==> src/rtl/led_pattern_gen.sv <==
// Multi-channel LED pattern generator: per-channel OFF/ON/BLINK/ONESHOT driven by a shared tick.
// Optional PWM dimming is enabled with the LED_DIM_EN macro (adds dim_level input).

module led_chan #(
    parameter int PER_W        = 16,
    parameter int DEFAULT_HALF = 500
) (
    input  logic             clk,
    input  logic             rst_n,
    input  logic             we,
    input  logic [1:0]       mode_in,
    input  logic [PER_W-1:0] half_in,
    input  logic             restart,
    input  logic             tick,
    output logic             led,
    output logic             busy
);
    typedef enum logic [1:0] {M_OFF, M_ON, M_BLINK, M_ONESHOT} mode_t;

    mode_t            mode, mode_n;
    logic [PER_W-1:0] half, half_n, cnt, cnt_n, last;
    logic             led_n;

    // A zero half-period behaves as one tick.
    assign last = (half == '0) ? '0 : half - PER_W'(1);
    assign busy = (mode == M_ONESHOT);

    always_ff @(posedge clk or negedge rst_n) begin
        if (!rst_n) begin
            mode <= M_OFF;
            half <= PER_W'(DEFAULT_HALF);
            cnt  <= '0;
            led  <= 1'b0;
        end else begin
            mode <= mode_n;
            half <= half_n;
            cnt  <= cnt_n;
            led  <= led_n;
        end
    end

    always_comb begin
        mode_n = mode;
        half_n = half;
        cnt_n  = cnt;
        led_n  = led;
        if (we) begin
            mode_n = mode_t'(mode_in);
            half_n = half_in;
            cnt_n  = '0;
            led_n  = (mode_in != 2'd0);
        end else if (restart && mode == M_BLINK) begin
            cnt_n = '0;
            led_n = 1'b1;
        end else if (tick) begin
            case (mode)
                M_BLINK: begin
                    if (cnt >= last) begin
                        cnt_n = '0;
                        led_n = ~led;
                    end else begin
                        cnt_n = cnt + PER_W'(1);
                    end
                end
                M_ONESHOT: begin
                    if (cnt >= last) begin
                        cnt_n  = '0;
                        led_n  = 1'b0;
                        mode_n = M_OFF;
                    end else begin
                        cnt_n = cnt + PER_W'(1);
                    end
                end
                default: ;
            endcase
        end
    end
endmodule

module led_pattern_gen #(
    parameter int CLK_FREQ     = 25_000_000,
    parameter int TICK_HZ      = 1000,
    parameter int NUM_LEDS     = 8,
    parameter int PER_W        = 16,
    parameter int DEFAULT_HALF = 500,
    localparam int SEL_W       = (NUM_LEDS > 1) ? $clog2(NUM_LEDS) : 1
) (
    input  logic                clk,
    input  logic                rst_n,
    input  logic                cfg_we,
    input  logic [SEL_W-1:0]    cfg_sel,
    input  logic [1:0]          cfg_mode,
    input  logic [PER_W-1:0]    cfg_half,
    input  logic                restart,
`ifdef LED_DIM_EN
    input  logic [3:0]          dim_level,
`endif
    output logic [NUM_LEDS-1:0] busy,
    output logic [NUM_LEDS-1:0] leds
);
    localparam int TICK_DIV = CLK_FREQ / TICK_HZ;
    localparam int PRE_W    = $clog2(TICK_DIV);

    logic [PRE_W-1:0]    presc;
    logic                tick;
    logic [NUM_LEDS-1:0] led_state;

    assign tick = (presc == PRE_W'(TICK_DIV - 1));

    always_ff @(posedge clk or negedge rst_n) begin
        if (!rst_n)    presc <= '0;
        else if (tick) presc <= '0;
        else           presc <= presc + PRE_W'(1);
    end

    for (genvar i = 0; i < NUM_LEDS; i++) begin : g_chan
        led_chan #(.PER_W(PER_W), .DEFAULT_HALF(DEFAULT_HALF)) u_chan (
            .clk     (clk),
            .rst_n   (rst_n),
            .we      (cfg_we && (cfg_sel == SEL_W'(i))),
            .mode_in (cfg_mode),
            .half_in (cfg_half),
            .restart (restart),
            .tick    (tick),
            .led     (led_state[i]),
            .busy    (busy[i])
        );
    end

`ifdef LED_DIM_EN
    // 15-step PWM: dim_level 15 is always on, 0 is always off.
    logic [3:0] pwm_cnt;

    always_ff @(posedge clk or negedge rst_n) begin
        if (!rst_n) begin
            pwm_cnt <= '0;
            leds    <= '0;
        end else begin
            pwm_cnt <= (pwm_cnt == 4'd14) ? 4'd0 : pwm_cnt + 4'd1;
            leds    <= led_state & {NUM_LEDS{pwm_cnt < dim_level}};
        end
    end
`else
    assign leds = led_state;
`endif
endmodule

==> config.mk <==
export PLATFORM = sky130hd
export DESIGN_NAME = led_pattern_gen
export DESIGN_NICKNAME = d
export VERILOG_FILES = /design/src/rtl/led_pattern_gen.sv
export SDC_FILE = /design/constraint.sdc
export NUM_CORES = 1
export LEC_CHECK = 0
export CAP_MARGIN = 30
export CORE_UTILIZATION = 64
export DETAILED_ROUTE_END_ITERATION = 10
export MAX_ROUTING_LAYER = met4
export PLACE_DENSITY = 0.82
export SYNTH_ARGS = -nofsm -noshare
export SYNTH_HDL_FRONTEND = slang
export SYNTH_HIERARCHICAL = 1
export SYNTH_SLANG_ARGS = --single-unit
==> constraint.sdc <==
create_clock -name clk -period 4.8 [get_ports clk]
set_input_delay 0.72 -clock clk [delete_from_list [all_inputs] [get_ports clk]]
set_output_delay 0.72 -clock clk [all_outputs]
set_load 0.01 [all_outputs]
==> summary.txt, run 1 <==
Synthesis
  • Leading area contributor after synthesis: dfrtp_1
  • Post-synthesis sequential element count: 295
  • Complex-gate fraction of the synthesized area: 10.17%
  • Count of flip-flops with a built-in enable after synthesis: 0
  • Most frequent cells after synthesis: nand2_1 (312), dfrtp_1 (247), nor2_1 (155), ha_1 (153), mux2_2 (112)
  • Yosys warns: 6
  • Sequential-to-total area share from yosys stat: 37.43%
  • Proportion of netlist area held by the largest area contributor: 31.09%
  • Total nets after synthesis: 2,245
  • Multiplexer share of the synthesized area: 6.469%
  • Top post-synthesis cells by area: dfrtp_1 (31%), ha_1 (9.6%), dfstp_2 (6.3%), mux2_2 (6.3%), nand2_1 (5.9%)
  • Share of synthesized flip-flops with an asynchronous set or reset: 100.0%
  • Mapped cell area: 19,880 sq um
  • Gate Count Post-Synth: 2,067
  • Avg Cell Area, Syn: 9.619 sq um
  • Most frequently used flop master after synthesis: dfrtp_1
  • Post-synthesis share of cell area spent on full adders, half adders and majority gates: 9.628%
  • Combinational family with the most area after synthesis: simple AND/OR/NAND/NOR gates
  • Synth Area in XOR/XNOR: 9.295%
  • Share of synthesized cell area in and, or, nand and nor gates: 24.28%
  • Most common cell in the synthesized netlist: nand2_1
  • Count of distinct cell types in the synthesized netlist: 82

Clock tree
  • Inserted Clock Buffers: 34
  • # Post-CTS Setup Buffers: 0
  • Clock-pin transition on the worst setup and hold timing paths: 60 ps
  • CTS tree: built
  • Clock latency on the worst-skew pair: 510 ps
  • TritonCTS sink count: 295
  • Clock Root Buffer: clkbuf_16
  • Hold_buf cts: 0
  • Number of levels the H-tree was split into: 2
  • Clk buf depth: 3
  • Post_cts resized: 0

Global route
  • Global-route wire length before repair: 76,480 um
  • Overflow after GRT: 0
  • Pin count of the biggest net entering global routing: 142
  • Vias in the first global route: 15,200
  • Antenna violations before repair: 1
  • Total Routing Usage GR: 30.74%

Critical path
  • Crit end category: flop
  • Cell family contributing the most delay on the critical path: simple AND/OR/NAND/NOR gates
  • Reg2reg start: g_chan[7].u_chan/half[3]
  • Crit path cell chain: or4_4, nor4b_4, nor4b_4, nand2_1, nand2b_1, ha_1, a2111oi_0, nor3_1, a211oi_2, o21ai_0, buf_2, nor2_1
  • Cell with the largest stage delay on the worst path: or4_4
  • Worst endpoint required time: 5240 ps
  • R2r setup slk: 610 ps
  • Crit-path max FO: 14
  • Worst Reg-to-Reg Cells: 12
  • Buf/Inv on CP: 1
  • Worst setup path startpoint: g_chan[7].u_chan/half[3]
  • Arrival time of the worst setup path: 4630 ps
  • Most prevalent standard cell on the critical path: nor4b_4
  • Type of the setup path with the least slack: reg2reg
  • Launching element type of the critical path: flop
  • Reg2Reg Capture Point: g_chan[7].u_chan/cnt[10]
  • Delay contributed by the slowest stage of the critical path: 560 ps

Floorplan
  • Core Footprint: 30,590 sq um
  • Initial cell density of the core: 65.00%
  • Die outline area: 31,780 sq um
  • Placement row count: 64
  • Vert. Die Dim: 178.3 um
  • Floorplan die width: 178.3 um
  • Top-Level Pins: 41

Cells and area
  • Relative area change from synthesis to final layout: 9.836%
  • Filler cell count in the final layout: 2,200
  • Share of layout cells above drive strength 1: 17.40%
  • Final layout net count: 2,286
  • Storage cell area: 7442 sq um
  • Final std cell area, no fill: 21,840 sq um
  • Total area of multi-input combinational cells: 11,920 sq um
  • Non-filler cells in the finished layout: 2,529

Placed design
  • Post-detailed-placement cell area: 20,710 sq um
  • Routability congestion estimate from global placement: 0.9014
  • Cell count after placement: 2,468
  • Half-perimeter wire length after detailed placement: 32,080 um
  • Count of input and output buffers: 40

Timing
  • Final worst path period share: 87.22%
  • Setup TNS: 0 ps
  • Fmax achieved: 0.2389 GHz
  • Unrepaired setup endpoints after global routing: no
  • Number of endpoints with negative hold slack in the final report: 0
  • Final count of negative-setup-slack endpoints: 0
  • Final Slew Violations: 0
  • Clock skew after layout: 24.75 ps
  • Slew @ Worst Pin: 917.0 ps
  • Final min period: 4186 ps
  • Worst slew margin: 38.80%

Run status
  • Outcome: complete, no violations

Min path
  • Type of the worst min-delay path: in2async

Routing
  • DRC marker count from the first detailed-route iteration: 1,054
  • Via count: 15,610
  • Routed vias/inst: 6.173
  • Number of nets with antenna violations after detailed routing: 0
  • Drt first pass iters: 6
  • Total Routed Length: 46,020 um
  • DRC: 0
  • Wirelength per Cell: 18.20 um

Run
  • Max-cap check violation count: 0

Power
  • Cell Pwr Density: 388.7 nW/um^2
  • Total power draw: 8.489 mW
  • Worst VDD drop: 266.2 uV
  • Leakage power of the design: 9.866 nW
report_power, final:
group	switching, mW	total (mW)	internal (mW)
Clock	1.05	2.64	1.59
Sequential	0.548	3.49	2.94
Combinational	1.23	2.36	1.13
area by class of cell:
class                      instances  share of cell area [%]
sequential                       295                   34.08
timing repair buffer              62                   2.750
antenna                            1                 0.01146
multi-input combinational       1650                   54.60
clock inverter                    15                  0.8995
inverter                          65                   1.117
clock buffer                      45                   4.274
tap                              396                   2.269
how the worst max path moves through the flow:
stage / cells past startpoint / endpoint / slack (ps)
global route: 13 / g_chan[7].u_chan/cnt[11] / 270
finish: 12 / g_chan[7].u_chan/cnt[10] / 610
floorplan: 13 / g_chan[2].u_chan/led / 1290
detailed placement: 13 / g_chan[7].u_chan/cnt[11] / 680
CTS: 12 / g_chan[7].u_chan/cnt[10] / 670
global placement: 12 / g_chan[7].u_chan/cnt[4] / 710
worst register-to-register path: stages (launching register included):
cell and delay (ps):
dfrtp_1 420, or4_4 560, nor4b_4 250, nor4b_4 310, nand2_1 350, nand2b_1 180, ha_1 250, a2111oi_0 460
nor3_1 120, a211oi_2 470, o21ai_0 370, buf_2 270, nor2_1 120
layout by cell type, fill, tap and decap left out, drive strengths merged, types with 48 or more instances in the layout:
master,instances
dfstp,48
nand4,61
dfrtp,247
ha,153
o21ai,70
nand3,75
a21oi,83
nor2,170
mux2,113
xor2,111
xnor2,100
inv,66
nor3,120
nand2,313
metal layers:
layer / vias to the layer above / wire [um] / global-route usage, %
li1: 7444 / - / -
met3: 139 / 2071 / 3.645
met1: 7627 / 19950 / 39.31
met5: - / 0 / -
met2: 401 / 22160 / 50.10
met4: 0 / 1842 / 11.65
stage by stage:
step / utilization [%] / hold WS (ps) / worst slack, ps
after floorplan: - / 424.4 / 1290
after global placement: 67.63 / 442.4 / 714.4
after detailed placement: 67.69 / 455.1 / 679.7
after CTS: 71.38 / 266.2 / 671.4
after global routing: 71.39 / 310.0 / 272.6
final: 71.39 / 233.4 / 613.6
cell families (layout without fill, tap and decap cells):
kind of cell,Yosys count,count (layout)
buffers and inverters,122,187
DFF,295,295
AOI/OAI and AO/OA,268,268
xor gates and xnor gates,211,211
adders and majority gates,153,153
and+or+nand+nor,904,904
other,0,1
muxes,114,114
state kept, by name, summed over array words and instances, names as in the netlist:
signal,cells
g_chan.u_chan/half,128
g_chan.u_chan/led,8
g_chan.u_chan/cnt,128
g_chan.u_chan/mode,16
presc,15
Note: power is estimated with default switching activity, not from simulation.
==> run 2: changes to the inputs <==
--- a/config.mk
+++ b/config.mk
@@ -10,6 +10,7 @@
 export DETAILED_ROUTE_END_ITERATION = 10
 export MAX_ROUTING_LAYER = met4
 export PLACE_DENSITY = 0.82
+export SKIP_CTS_REPAIR_TIMING = 1
 export SYNTH_ARGS = -nofsm -noshare
 export SYNTH_HDL_FRONTEND = slang
 export SYNTH_HIERARCHICAL = 1
==> results of run 2 <==
No change in the layout: final DEF, timing and power equal those of run 1.
